<file path="config.mk">
export PLATFORM = sky130hd
export DESIGN_NAME = photodiode_link_tx_flat
export DESIGN_NICKNAME = d
export VERILOG_FILES = /design/src/rtl/photodiode_link_tx_if.sv /design/src/rtl/photodiode_link_tx.sv /design/src/flat_wrapper.sv
export SDC_FILE = /design/constraint.sdc
export NUM_CORES = 1
export LEC_CHECK = 0
export ABC_CLOCK_PERIOD_IN_PS = 5200
export BUFFER_PORTS_ARGS = -buffer_cell sky130_fd_sc_hd__clkbuf_2
export CORE_MARGIN = 2
export CORE_UTILIZATION = 40
export DETAILED_ROUTE_END_ITERATION = 8
export PLACE_DENSITY = 0.62
export SLEW_MARGIN = 20
export SYNTH_ARGS = -nofsm -noshare
export SYNTH_HDL_FRONTEND = slang
export SYNTH_SLANG_ARGS = --single-unit
</file>
<file path="constraint.sdc">
create_clock -name clk -period 5.2 [get_ports clk]
set_input_delay 0 -clock clk [delete_from_list [all_inputs] [get_ports clk]]
set_output_delay 0 -clock clk [all_outputs]
set_load 0.02 [all_outputs]
</file>
<file path="src/rtl/photodiode_link_tx_if.sv">
// Payload handshake between a byte source and the photodiode link transmitter.
// The requested drive level travels with the byte and is latched on the same edge.
interface photodiode_link_tx_if;
  logic [7:0]  tx_data;
  logic        tx_valid;
  logic        tx_ready;
  logic [15:0] drive_level;

  modport master (output tx_data, output tx_valid, output drive_level, input tx_ready);
  modport slave  (input tx_data, input tx_valid, input drive_level, output tx_ready);
endinterface

</file>
<file path="src/rtl/photodiode_link_tx.sv">
// Optical link transmitter: frames a byte as preamble/data/parity/guard symbols
// on a laser, clips the drive code and aborts into a sticky FAULT on interlock loss.
module photodiode_link_tx #(
  parameter int unsigned CLKS_PER_BIT = 4,
  parameter int unsigned DRIVE_MAX_MV = 4500
) (
  input  logic                    clk,
  input  logic                    rst_n,
  photodiode_link_tx_if.slave     tx,
  input  logic                    interlock_ok,
  input  logic                    fault_clr,
  output logic                    laser_on,
  output logic [15:0]             drive_code,
  output logic                    busy,
  output logic                    fault,
  output logic                    frame_done
);

  localparam logic [2:0] ST_IDLE     = 3'd0;
  localparam logic [2:0] ST_PREAMBLE = 3'd1;
  localparam logic [2:0] ST_DATA     = 3'd2;
  localparam logic [2:0] ST_PARITY   = 3'd3;
  localparam logic [2:0] ST_GUARD    = 3'd4;
  localparam logic [2:0] ST_FAULT    = 3'd5;

  localparam logic [7:0]  BIT_LAST  = 8'(CLKS_PER_BIT - 1);
  localparam logic [15:0] DRIVE_MAX = 16'(DRIVE_MAX_MV);

  logic [2:0]  state_q, state_d;
  logic [7:0]  bit_cnt_q, bit_cnt_d;
  logic [2:0]  sym_cnt_q, sym_cnt_d;
  logic [7:0]  data_q, data_d;
  logic [15:0] level_q, level_d;
  logic        done_d;
  logic        sym_d;
  logic [15:0] code_d;

  assign tx.tx_ready = (state_q == ST_IDLE) && interlock_ok && rst_n;
  assign busy        = state_q inside {ST_PREAMBLE, ST_DATA, ST_PARITY, ST_GUARD};
  assign fault       = (state_q == ST_FAULT);

  always_comb begin
    // NOTE: every signal assigned here gets a default first so no path can infer a latch.
    state_d   = state_q;
    bit_cnt_d = bit_cnt_q;
    sym_cnt_d = sym_cnt_q;
    data_d    = data_q;
    level_d   = level_q;
    done_d    = 1'b0;

    unique case (state_q)
      ST_IDLE: begin
        if (tx.tx_valid && tx.tx_ready) begin
          state_d   = ST_PREAMBLE;
          bit_cnt_d = '0;
          sym_cnt_d = '0;
          data_d    = tx.tx_data;
          level_d   = tx.drive_level;
        end
      end
      ST_PREAMBLE, ST_DATA, ST_PARITY, ST_GUARD: begin
        if (!interlock_ok) begin
          state_d   = ST_FAULT;
          bit_cnt_d = '0;
          sym_cnt_d = '0;
        end else if (bit_cnt_q != BIT_LAST) begin
          bit_cnt_d = bit_cnt_q + 8'd1;
        end else begin
          // Symbol boundary: step the symbol counter, wrapping it at each phase change.
          bit_cnt_d = '0;
          sym_cnt_d = sym_cnt_q + 3'd1;
          unique case (state_q)
            ST_PREAMBLE: if (sym_cnt_q == 3'd3) begin state_d = ST_DATA;   sym_cnt_d = '0; end
            ST_DATA:     if (sym_cnt_q == 3'd7) begin state_d = ST_PARITY; sym_cnt_d = '0; end
            ST_PARITY:   begin state_d = ST_GUARD; sym_cnt_d = '0; end
            default:     begin state_d = ST_IDLE;  sym_cnt_d = '0; done_d = 1'b1; end
          endcase
        end
      end
      ST_FAULT: begin
        if (fault_clr && interlock_ok) state_d = ST_IDLE;
      end
      default: state_d = ST_IDLE;
    endcase

    // Symbol is derived from the next state so the laser tracks the state with no lag.
    unique case (state_d)
      ST_PREAMBLE: sym_d = ~sym_cnt_d[0];
      ST_DATA:     sym_d = data_d[3'd7 - sym_cnt_d];
      ST_PARITY:   sym_d = ^data_d;
      default:     sym_d = 1'b0;
    endcase

    code_d = '0;
    if (sym_d) code_d = (level_d > DRIVE_MAX) ? DRIVE_MAX : level_d;
  end

  // NOTE: state registers use non-blocking assignments so all flops update together at the edge.
  always_ff @(posedge clk) begin
    if (!rst_n) begin
      // NOTE: latched byte and level are cleared too, so no stale payload survives a reset.
      state_q    <= ST_IDLE;
      bit_cnt_q  <= '0;
      sym_cnt_q  <= '0;
      data_q     <= '0;
      level_q    <= '0;
      laser_on   <= 1'b0;
      drive_code <= '0;
      frame_done <= 1'b0;
    end else begin
      state_q    <= state_d;
      bit_cnt_q  <= bit_cnt_d;
      sym_cnt_q  <= sym_cnt_d;
      data_q     <= data_d;
      level_q    <= level_d;
      laser_on   <= sym_d;
      drive_code <= code_d;
      frame_done <= done_d;
    end
  end

endmodule

</file>
<file path="src/flat_wrapper.sv">
// flat-port wrapper written by rule: the top's interface ports become plain ports
module photodiode_link_tx_flat 
#(
  parameter int unsigned CLKS_PER_BIT = 4,
  parameter int unsigned DRIVE_MAX_MV = 4500
)
  (clk, rst_n, interlock_ok, fault_clr, laser_on, drive_code, busy, fault, frame_done, tx_tx_data, tx_tx_valid, tx_drive_level, tx_tx_ready);
  photodiode_link_tx_if tx_i ();
  input  logic clk;
  input  logic rst_n;
  input  logic interlock_ok;
  input  logic fault_clr;
  output logic laser_on;
  output logic [15:0] drive_code;
  output logic busy;
  output logic fault;
  output logic frame_done;
  input wire logic [$bits(tx_i.tx_data)-1:0] tx_tx_data;
  input wire logic [$bits(tx_i.tx_valid)-1:0] tx_tx_valid;
  input wire logic [$bits(tx_i.drive_level)-1:0] tx_drive_level;
  output wire logic [$bits(tx_i.tx_ready)-1:0] tx_tx_ready;
  assign tx_i.tx_data = tx_tx_data;
  assign tx_i.tx_valid = tx_tx_valid;
  assign tx_i.drive_level = tx_drive_level;
  assign tx_tx_ready = tx_i.tx_ready;
  photodiode_link_tx #(.CLKS_PER_BIT(CLKS_PER_BIT), .DRIVE_MAX_MV(DRIVE_MAX_MV)) u_core (.clk(clk), .rst_n(rst_n), .tx(tx_i), .interlock_ok(interlock_ok), .fault_clr(fault_clr), .laser_on(laser_on), .drive_code(drive_code), .busy(busy), .fault(fault), .frame_done(frame_done));
endmodule
</file>
==> key figures, run 1 <==
Status
  – Status: completed

Final layout
  – N_diodes: 0
  – P&R area growth vs syn: 22.46%
  – Commonest non-fill, non-tap cell in the layout: dfxtp_1
  – Most frequent cells in the layout: 56 x dfxtp_1, 49 x clkbuf_2, 46 x nand2_1, 29 x nor2_1, 24 x dlygate4sd3_1
  – Nets: 398
  – Share of cells above drive strength 1: 20.00%
  – Fin cells: 442
  – Fill count: 585

Setup path
  – Reg-to-reg setup timing slack: 2.18 ns
  – Critical Path Sink: u_core.drive_code[9]
  – R2r endpoint: u_core.drive_code[9]
  – Reg2reg path depth: 8
  – Crit path launch: u_core.state_q[1]
  – Crit Path Category: reg -> reg
  – Crit. End Element: flip-flop
  – CP arrival: 3.28 ns
  – Critical path launch point type: flip-flop
  – CP max FO: 20
  – WP data required: 5.46 ns
  – R2r startpoint: u_core.state_q[1]

Synth
  – Post-synth cell types: 57
  – Primary FF master, synth: dfxtp_1
  – Ranking of synthesized cells by area: dfxtp_1 42%, nand2_1 6.4%, xnor2_1 4.9%, mux2i_1 4.1%, nor2_1 4.1%
  – Warnings, synthesis: 0
  – Post-synth top area cell: dfxtp_1
  – Synth top area share: 41.83%
  – Register area share after synthesis: 41.83%
  – Simple-Gate Fraction of Synth Area: 26.19%
  – Largest family of logic cells by synthesized area: simple AND/OR/NAND/NOR gates
  – Xor/xnor share of the synthesized area: 6.863%
  – Asr flop ratio synth: 0%
  – Synth Area per Inst: 9.024 um2
  – Post-synthesis mux area share: 5.649%
  – Seq cells post-synth: 56
  – Area share of fa/ha/maj cells after synthesis: 2.334%
  – Cell Area, Synth: 2680 um2
  – Area fraction in compound gates after synthesis: 12.70%
  – Number of synthesized flops with an enable pin: 0
  – Synth Instances: 297

Timing
  – Final setup vio count: 0
  – Clk_skew: 0.01510 ns
  – Slew headroom: 34.20%
  – Fmax: 331.5 MHz
  – Setup Total Neg Slack: 0 ns
  – Worst setup margin: 2.183 ns
  – Slew of the pin with the lowest slew margin: 0.9859 ns
  – Unrepaired setup endpoints after global routing: false
  – WHS: 0.08406 ns
  – Period utilization: 58.02%
  – Final Max Tran Viols: 0
  – Tmin final: 3.017 ns
  – Final hold violation count: 0

Floorplanning
  – Initial Util: 41.73%
  – DIE HEIGHT: 85.86 um
  – Die X: 85.86 um
  – Ports: 50
  – DIE AREA: 7371 um2
  – Row Count: 29
  – Core ar.: 6422 um2

Clock network
  – CTS max path bufs: 2
  – Num CTS Buffers: 5
  – Clock root cell: clkbuf_8
  – Clock latency on the worst-skew pair: 0.32 ns
  – Max H-tree Level: 2
  – CTS tree: done
  – Worst-path clk slew: 0.11 ns
  – Clock sinks: 56
  – CTS resizes: 0

Power and ir drop
  – Worst IR Drop VDD: 0.1311 mV
  – Pwr Total: 0.8282 mW
  – PD cells: 252.4 nW/um2
  – Leak: 1.427 nW

Drt
  – Vias: 2286
  – Residual DRC count: 0
  – DRT Wirelength: 6019 um
  – Drt initial violations: 109
  – Vias per cell: 5.172
  – Mean routed wirelength per cell: 13.62 um
  – ANT nets after route: 0
  – First drt pass iteration count: 6

Placed design
  – # port buffers: 49
  – Cells after DPL: 410
  – Gpl congestion: 0.7816
  – DP Worst Slack: 2.187 ns
  – Hpwl dp: 4220 um

Global route
  – Met1 usage: 23.62%
  – Busiest grt layer: met2
  – Initial antenna violation count: 0
  – Number of global-route vias before repair: 2141
  – Global routing usage on met3: 3.176%
  – Total GRT Usage: 17.42%
  – Grt met2 use: 28.13%
  – Gr ovfl total: 0
  – First-pass GRT wire length: 10180 um
  – Largest net degree at the start of global routing: 30

Flow run
  – Total of max-cap violations: 0

Worst hold path
  – Worst hold path type: in -> reg
## power by group
group | total (mW) | internal [mW] | switching, mW | leakage, nW
logic | 0.129 | 0.0573 | 0.0720 | 0.927
registers | 0.449 | 0.441 | 0.00824 | 0.454
clock network | 0.250 | 0.0986 | 0.151 | 0.0452
## registers in the layout, indices dropped and copies added (netlist names)
name and flops:
u_core.bit_cnt_q 8, u_core.frame_done 1, u_core.state_q 3, u_core.data_q 8, u_core.level_q 16, u_core.drive_code 16, u_core.laser_on 1, u_core.sym_cnt_q 3
## what timing repair did
action,4_1_cts,5_1_grt
setup buffers,0,0
endpoints found under the setup margin,0,0
hold buffers,24,0
endpoints found under the hold margin,24,0
## area by class of cell
class	count	area (um2)	share of cell area, %
multi-input cells	220	1451	44.22
well taps	77	96.34	2.936
flip-flops and latches	56	1121	34.16
repair buffers	74	493.0	15.02
inverters	7	26.28	0.8006
clock inverters	3	25.02	0.7625
clock buffers	5	68.82	2.097
## metrics by stage
| stage | cell area (um2) | utilization, % |
|---|---|---|
| finish | 3282 | 51.10 |
| global route | 3282 | 51.10 |
| CTS | 3282 | 51.10 |
| detailed placement | 2948 | 45.90 |
| global placement | 2948 | 45.90 |
| floorplan | 2688 | - |
## cells by family (layout without fill, tap and decap cells)
logic type	Yosys count	after routing
mux	13	13
buf+inv	23	89
simple gates	131	131
fa+ha+maj	5	5
xor+xnor	21	21
other cells	1	3
flops	56	56
compound gates	47	47
## Yosys cell counts (all sizes together), types with 3 or more instances
cell    number
dfxtp       56
nand2       48
nor2        31
a21oi       21
xnor2       15
and4        12
mux2i       11
buf         10
inv          7
nand3        7
and3         6
clkbuf       6
nor3         6
xor2         6
and2         5
ha           5
a211oi       3
o21a         3
## layer usage
metal,routed length (um),vias up,share of wire [%]
li1,-,1161,-
met2,2816,54,47
met4,76,0,1.3
met3,284,8,4.7
met1,2841,1063,47
met5,0,-,0
## how the worst min path moves through the flow
stage | slack (ns) | start | cells past startpoint | endpoint
3_5_place_dp | 0.25 | tx_drive_level[13] | 3 | u_core.level_q[13]
2_1_floorplan | 0.14 | tx_drive_level[13] | 2 | u_core.level_q[13]
4_1_cts | 0.07 | fault_clr | 4 | u_core.state_q[0]
5_1_grt | 0.08 | fault_clr | 4 | u_core.state_q[0]
3_3_place_gp | 0.24 | tx_drive_level[15] | 3 | u_core.level_q[15]
6_report | 0.08 | interlock_ok | 3 | u_core.frame_done
## worst max-delay path: stages (launching register included)
cell	delay [ns]
dfxtp_1	0.45
nor3_4	0.30
and2_1	0.68
nand2_1	0.19
a211oi_1	0.27
a32oi_1	0.12
or4_1	0.43
o2111ai_2	0.22
and4_1	0.29
Power figures use the tool's default switching activity.
==> run 2, diff against run 1 <==
--- a/config.mk
+++ b/config.mk
@@ -5,7 +5,7 @@
 export SDC_FILE = /design/constraint.sdc
 export NUM_CORES = 1
 export LEC_CHECK = 0
-export ABC_CLOCK_PERIOD_IN_PS = 5200
+export ABC_CLOCK_PERIOD_IN_PS = 3100
 export BUFFER_PORTS_ARGS = -buffer_cell sky130_fd_sc_hd__clkbuf_2
 export CORE_MARGIN = 2
 export CORE_UTILIZATION = 40
==> constraint.sdc (replaced) <==
create_clock -name clk -period 3.1 [get_ports clk]
set_input_delay 0 -clock clk [delete_from_list [all_inputs] [get_ports clk]]
set_output_delay 0 -clock clk [all_outputs]
set_load 0.02 [all_outputs]
==> key figures, run 2 (synthesized netlist as in run 1, its figures left out) <==
Global route
  – Initial antenna violation count: 0
  – Number of global-route vias before repair: 2311
  – First-pass GRT wire length: 10950 um
  – Gr ovfl total: 0
  – Largest net degree at the start of global routing: 20
  – Total GRT Usage: 18.68%

Power and ir drop
  – Logic gate share of total power: 15.9%
  – P_int: 1.000 mW
  – Switching pwr: 0.3906 mW
  – Leak: 1.451 nW
  – Clock power frac: 29.8%
  – Worst IR Drop VDD: 0.2113 mV
  – Register share of total power: 54.2%
  – Sw frac: 28.09%
  – PD cells: 419.7 nW/um2

Timing
  – Fmax: 342.9 MHz
  – Final Max Tran Viols: 0
  – Tmin final: 2.916 ns
  – Final hold violation count: 0
  – WHS: 0.02636 ns
  – Slew of the pin with the lowest slew margin: 0.6020 ns
  – Unrepaired setup endpoints after global routing: false
  – Clk_skew: 0.01541 ns
  – Final setup vio count: 0
  – Slew headroom: 59.82%
  – Setup Total Neg Slack: 0 ns
  – Worst setup margin: 0.1840 ns
  – Period utilization: 94.07%

Drt
  – Vias: 2334
  – Mean routed wirelength per cell: 14.47 um
  – Vias per cell: 5.221
  – Residual DRC count: 0
  – First drt pass iteration count: 6
  – DRT Wirelength: 6468 um
  – Drt initial violations: 108
  – ANT nets after route: 0

Setup path
  – CP arrival: 3.17 ns
  – CP max FO: 14
  – Critical path launch point type: flip-flop
  – WP data required: 3.36 ns
  – Reg-to-reg setup timing slack: 0.18 ns
  – Crit Path Category: reg -> reg
  – Crit. End Element: flip-flop

Final layout
  – Nets: 403
  – Share of cells above drive strength 1: 21.35%
  – Commonest non-fill, non-tap cell in the layout: dfxtp_1
  – Largest registers: u_core.drive_code: 16 flops, u_core.level_q: 16 flops
  – Most frequent cells in the layout: 56 x dfxtp_1, 49 x clkbuf_2, 46 x nand2_1, 29 x nor2_1, 23 x dlygate4sd3_1
  – Fin cells: 447
  – Fill count: 598
  – P&R area growth vs syn: 23.62%
  – Finished Core Util: 51.59%
  – N_diodes: 0

Placed design
  – Cells after DPL: 416
  – Hpwl dp: 4561 um
  – # port buffers: 49
  – DP Worst Slack: 0.2506 ns
  – Gpl congestion: 0.8258

Floorplanning
  – Ports: 50
  – DIE AREA: 7371 um2
  – Die X: 85.86 um
  – Core ar.: 6422 um2
  – Row Count: 29
  – Initial Util: 41.73%
  – DIE HEIGHT: 85.86 um

Clock network
  – Worst-path clk slew: 0.10 ns
  – Clock sinks: 56
  – CTS max path bufs: 2
  – CTS tree: done
  – CTS resizes: 0
  – # Post-CTS Setup Buffers: 0
  – # hold bufs at CTS: 23
  – Clock root cell: clkbuf_8
  – Max H-tree Level: 2
  – Clock latency on the worst-skew pair: 0.32 ns
  – Num CTS Buffers: 5

Status
  – Status: completed

Worst hold path
  – Worst hold path type: in -> reg

Flow run
  – Total of max-cap violations: 0
==> run 2: layer usage <==
layer / up-vias / global-route usage (%) / routed length (um)
met5: - / 0 / 0
met4: 0 / 5.483 / 75
met3: 7 / 4.620 / 266
met2: 63 / 30.26 / 3031
met1: 1091 / 24.75 / 3095
li1: 1173 / - / -
==> run 2: critical path, cell delays in order, from the launching register on <==
cell and delay [ns]:
dfxtp_1 0.38, ha_1 0.24, nor4b_4 0.26, and2_1 0.39, nand2_2 0.09, mux2_4 0.22, nand3_2 0.16, or4_1 0.61
o2111ai_2 0.22, and4_1 0.28
==> run 2: path summary, 6_finish.rpt <==
| check | startpoint | end | cells after the start |
|---|---|---|---|
| worst min-delay path | tx_drive_level[8] | u_core.level_q[8] | 3 |
| worst min register to register | u_core.level_q[13] | u_core.level_q[13] | 2 |
| worst max register to register | u_core.bit_cnt_q[0] | u_core.drive_code[7] | 9 |
| worst max-delay path | u_core.bit_cnt_q[0] | u_core.drive_code[7] | 9 |
==> run 2: cell type report <==
type / instances / area, um2 / share of cell area [%]
Multi-Input combinational cell: 220 / 1451 / 43.81
Sequential cell: 56 / 1121 / 33.84
Timing Repair Buffer: 79 / 528.0 / 15.94
Tap cell: 77 / 96.34 / 2.908
Clock buffer: 5 / 68.82 / 2.077
Inverter: 7 / 26.28 / 0.7931
Clock inverter: 3 / 21.27 / 0.6420
==> run 2: power by group through the flow <==
stage               Combinational (mW)  Clock [mW]  Sequential, mW
floorplan                        0.132           0           0.773
global placement                 0.197           0           0.770
detailed placement               0.198           0           0.770
CTS                              0.221       0.435           0.754
global route                     0.244       0.463           0.757
finish                           0.222       0.415           0.754
==> run 2: through the flow <==
step	cell area, um2	total power, mW
after floorplan	2688	0.9049
after global placement	2993	0.9669
after global routing	3313	1.464
after CTS	3313	1.409
final	3313	1.391
after detailed placement	2993	0.9680
==> run 3, diff against run 2 <==
--- a/config.mk
+++ b/config.mk
@@ -10,7 +10,8 @@
 export CORE_MARGIN = 2
 export CORE_UTILIZATION = 40
 export DETAILED_ROUTE_END_ITERATION = 8
-export PLACE_DENSITY = 0.62
+export PLACE_DENSITY = 0.69
+export SKIP_LAST_GASP = 1
 export SLEW_MARGIN = 20
 export SYNTH_ARGS = -nofsm -noshare
 export SYNTH_HDL_FRONTEND = slang
==> key figures, run 3 (synthesized netlist as in run 1, its figures left out) <==
Clock network
  – CTS max path bufs: 2
  – Max H-tree Level: 2
  – Worst-path clk slew: 0.11 ns
  – # hold bufs at CTS: 24
  – Clock root cell: clkbuf_8
  – CTS tree: done
  – Clock latency on the worst-skew pair: 0.31 ns
  – CTS resizes: 0
  – Clock sinks: 56
  – # Post-CTS Setup Buffers: 0
  – Num CTS Buffers: 5

Power and ir drop
  – Switching pwr: 0.3818 mW
  – Leak: 1.436 nW
  – Sw frac: 27.66%
  – P_int: 0.9986 mW
  – Clock power frac: 29.7%
  – Logic gate share of total power: 15.7%
  – PD cells: 419.2 nW/um2
  – Worst IR Drop VDD: 0.2633 mV
  – Register share of total power: 54.6%

Final layout
  – Commonest non-fill, non-tap cell in the layout: dfxtp_1
  – Final instance area: 3293 um2
  – P&R area growth vs syn: 22.88%
  – N_diodes: 0
  – Most frequent cells in the layout: 56 x dfxtp_1, 49 x clkbuf_2, 46 x nand2_1, 29 x nor2_1, 24 x dlygate4sd3_1
  – Share of cells above drive strength 1: 20.44%
  – Nets: 400
  – Largest registers: u_core.drive_code: 16 flops, u_core.level_q: 16 flops

Global route
  – Largest net degree at the start of global routing: 30
  – Initial antenna violation count: 0
  – Number of global-route vias before repair: 2340
  – Total GRT Usage: 17.94%
  – First-pass GRT wire length: 10670 um
  – Gr ovfl total: 0

Timing
  – Fmax: 341.2 MHz
  – Slew headroom: 38.71%
  – Slew of the pin with the lowest slew margin: 0.9183 ns
  – Tmin final: 2.930 ns
  – Setup Total Neg Slack: 0 ns
  – Clk_skew: 0.008205 ns
  – Final hold violation count: 0
  – Period utilization: 94.53%
  – Final Max Tran Viols: 0
  – Final setup vio count: 0
  – Unrepaired setup endpoints after global routing: false

Setup path
  – Critical path launch point type: flip-flop
  – WP data required: 3.36 ns
  – CP arrival: 3.19 ns
  – Crit Path Category: reg -> reg
  – CP max FO: 14
  – Crit. End Element: flip-flop

Floorplanning
  – DIE AREA: 7371 um2
  – Row Count: 29
  – Core ar.: 6422 um2
  – Ports: 50
  – Initial Util: 41.73%
  – DIE HEIGHT: 85.86 um
  – Die X: 85.86 um

Status
  – Status: finished, violations left
  – Failing checks: design-rule violations

Worst hold path
  – Worst hold path type: in -> reg

Drt
  – ANT nets after route: 0
  – DRT Wirelength: 6157 um
  – Mean routed wirelength per cell: 13.87 um
  – Vias per cell: 5.185
  – First drt pass iteration count: 6
  – Drt initial violations: 141
  – Residual DRC count: 3
  – Vias: 2302

Placed design
  – Gpl congestion: 0.8028
  – Hpwl dp: 4295 um
  – Dpl cell area: 2963 um2
  – # port buffers: 49

Flow run
  – Total of max-cap violations: 0
==> run 3: metal layers <==
| metal | GRT usage [%] | vias up | part of all wire, % |
|---|---|---|---|
| met5 | 0 | - | 0 |
| met1 | 23.03 | 1079 | 47 |
| met4 | 6.349 | 0 | 1.4 |
| met2 | 30.54 | 46 | 48 |
| li1 | - | 1171 | - |
| met3 | 2.887 | 6 | 3.2 |
==> run 3: power groups by stage <==
stage	logic, mW	registers (mW)	clock network, mW
6_report	0.217	0.754	0.410
2_1_floorplan	0.132	0.773	0
3_5_place_dp	0.192	0.770	0
4_1_cts	0.215	0.753	0.421
5_1_grt	0.241	0.756	0.443
3_3_place_gp	0.191	0.769	0
==> run 3: path summary, 6_finish.rpt <==
check,from,to,cells past startpoint,slack (ns)
max reg2reg,u_core.bit_cnt_q[0],u_core.drive_code[1],9,0.17
min,fault_clr,u_core.state_q[0],4,0.07
max,u_core.bit_cnt_q[0],u_core.drive_code[1],9,0.17
min reg2reg,u_core.level_q[13],u_core.level_q[13],2,0.46
==> run 3: area by class of cell <==
class | count | area, um2
tap | 77 | 96.34
clock buffer | 5 | 68.82
clock inverter | 3 | 21.27
inverter | 7 | 26.28
multi-input combinational | 220 | 1451
sequential | 56 | 1121
timing repair buffer | 76 | 508.0
fill | 591 | 3129
==> run 3: through the flow <==
| stage | hold slack [ns] | util (%) | setup slack (ns) | cells | power (mW) |
|---|---|---|---|---|---|
| after floorplan | 0.1360 | - | 0.6606 | 299 | 0.9049 |
| after global placement | 0.2468 | 46.13 | 0.3233 | 412 | 0.9599 |
| after detailed placement | 0.2510 | 46.13 | 0.2225 | 412 | 0.9618 |
| after CTS | 0.05998 | 51.28 | 0.1970 | 444 | 1.390 |
| after global routing | 0.1040 | 51.28 | 0.01136 | 444 | 1.440 |
| final | 0.06984 | 51.28 | 0.1695 | 444 | 1.380 |
==> run 3: worst max-delay path: stages (launching register included) <==
cell,delay [ns]
dfxtp_1,0.39
ha_1,0.26
nor4b_4,0.27
and2_1,0.38
nand2_2,0.10
mux2_4,0.22
nand3_2,0.15
or4_1,0.59
o2111ai_2,0.22
and4_1,0.28
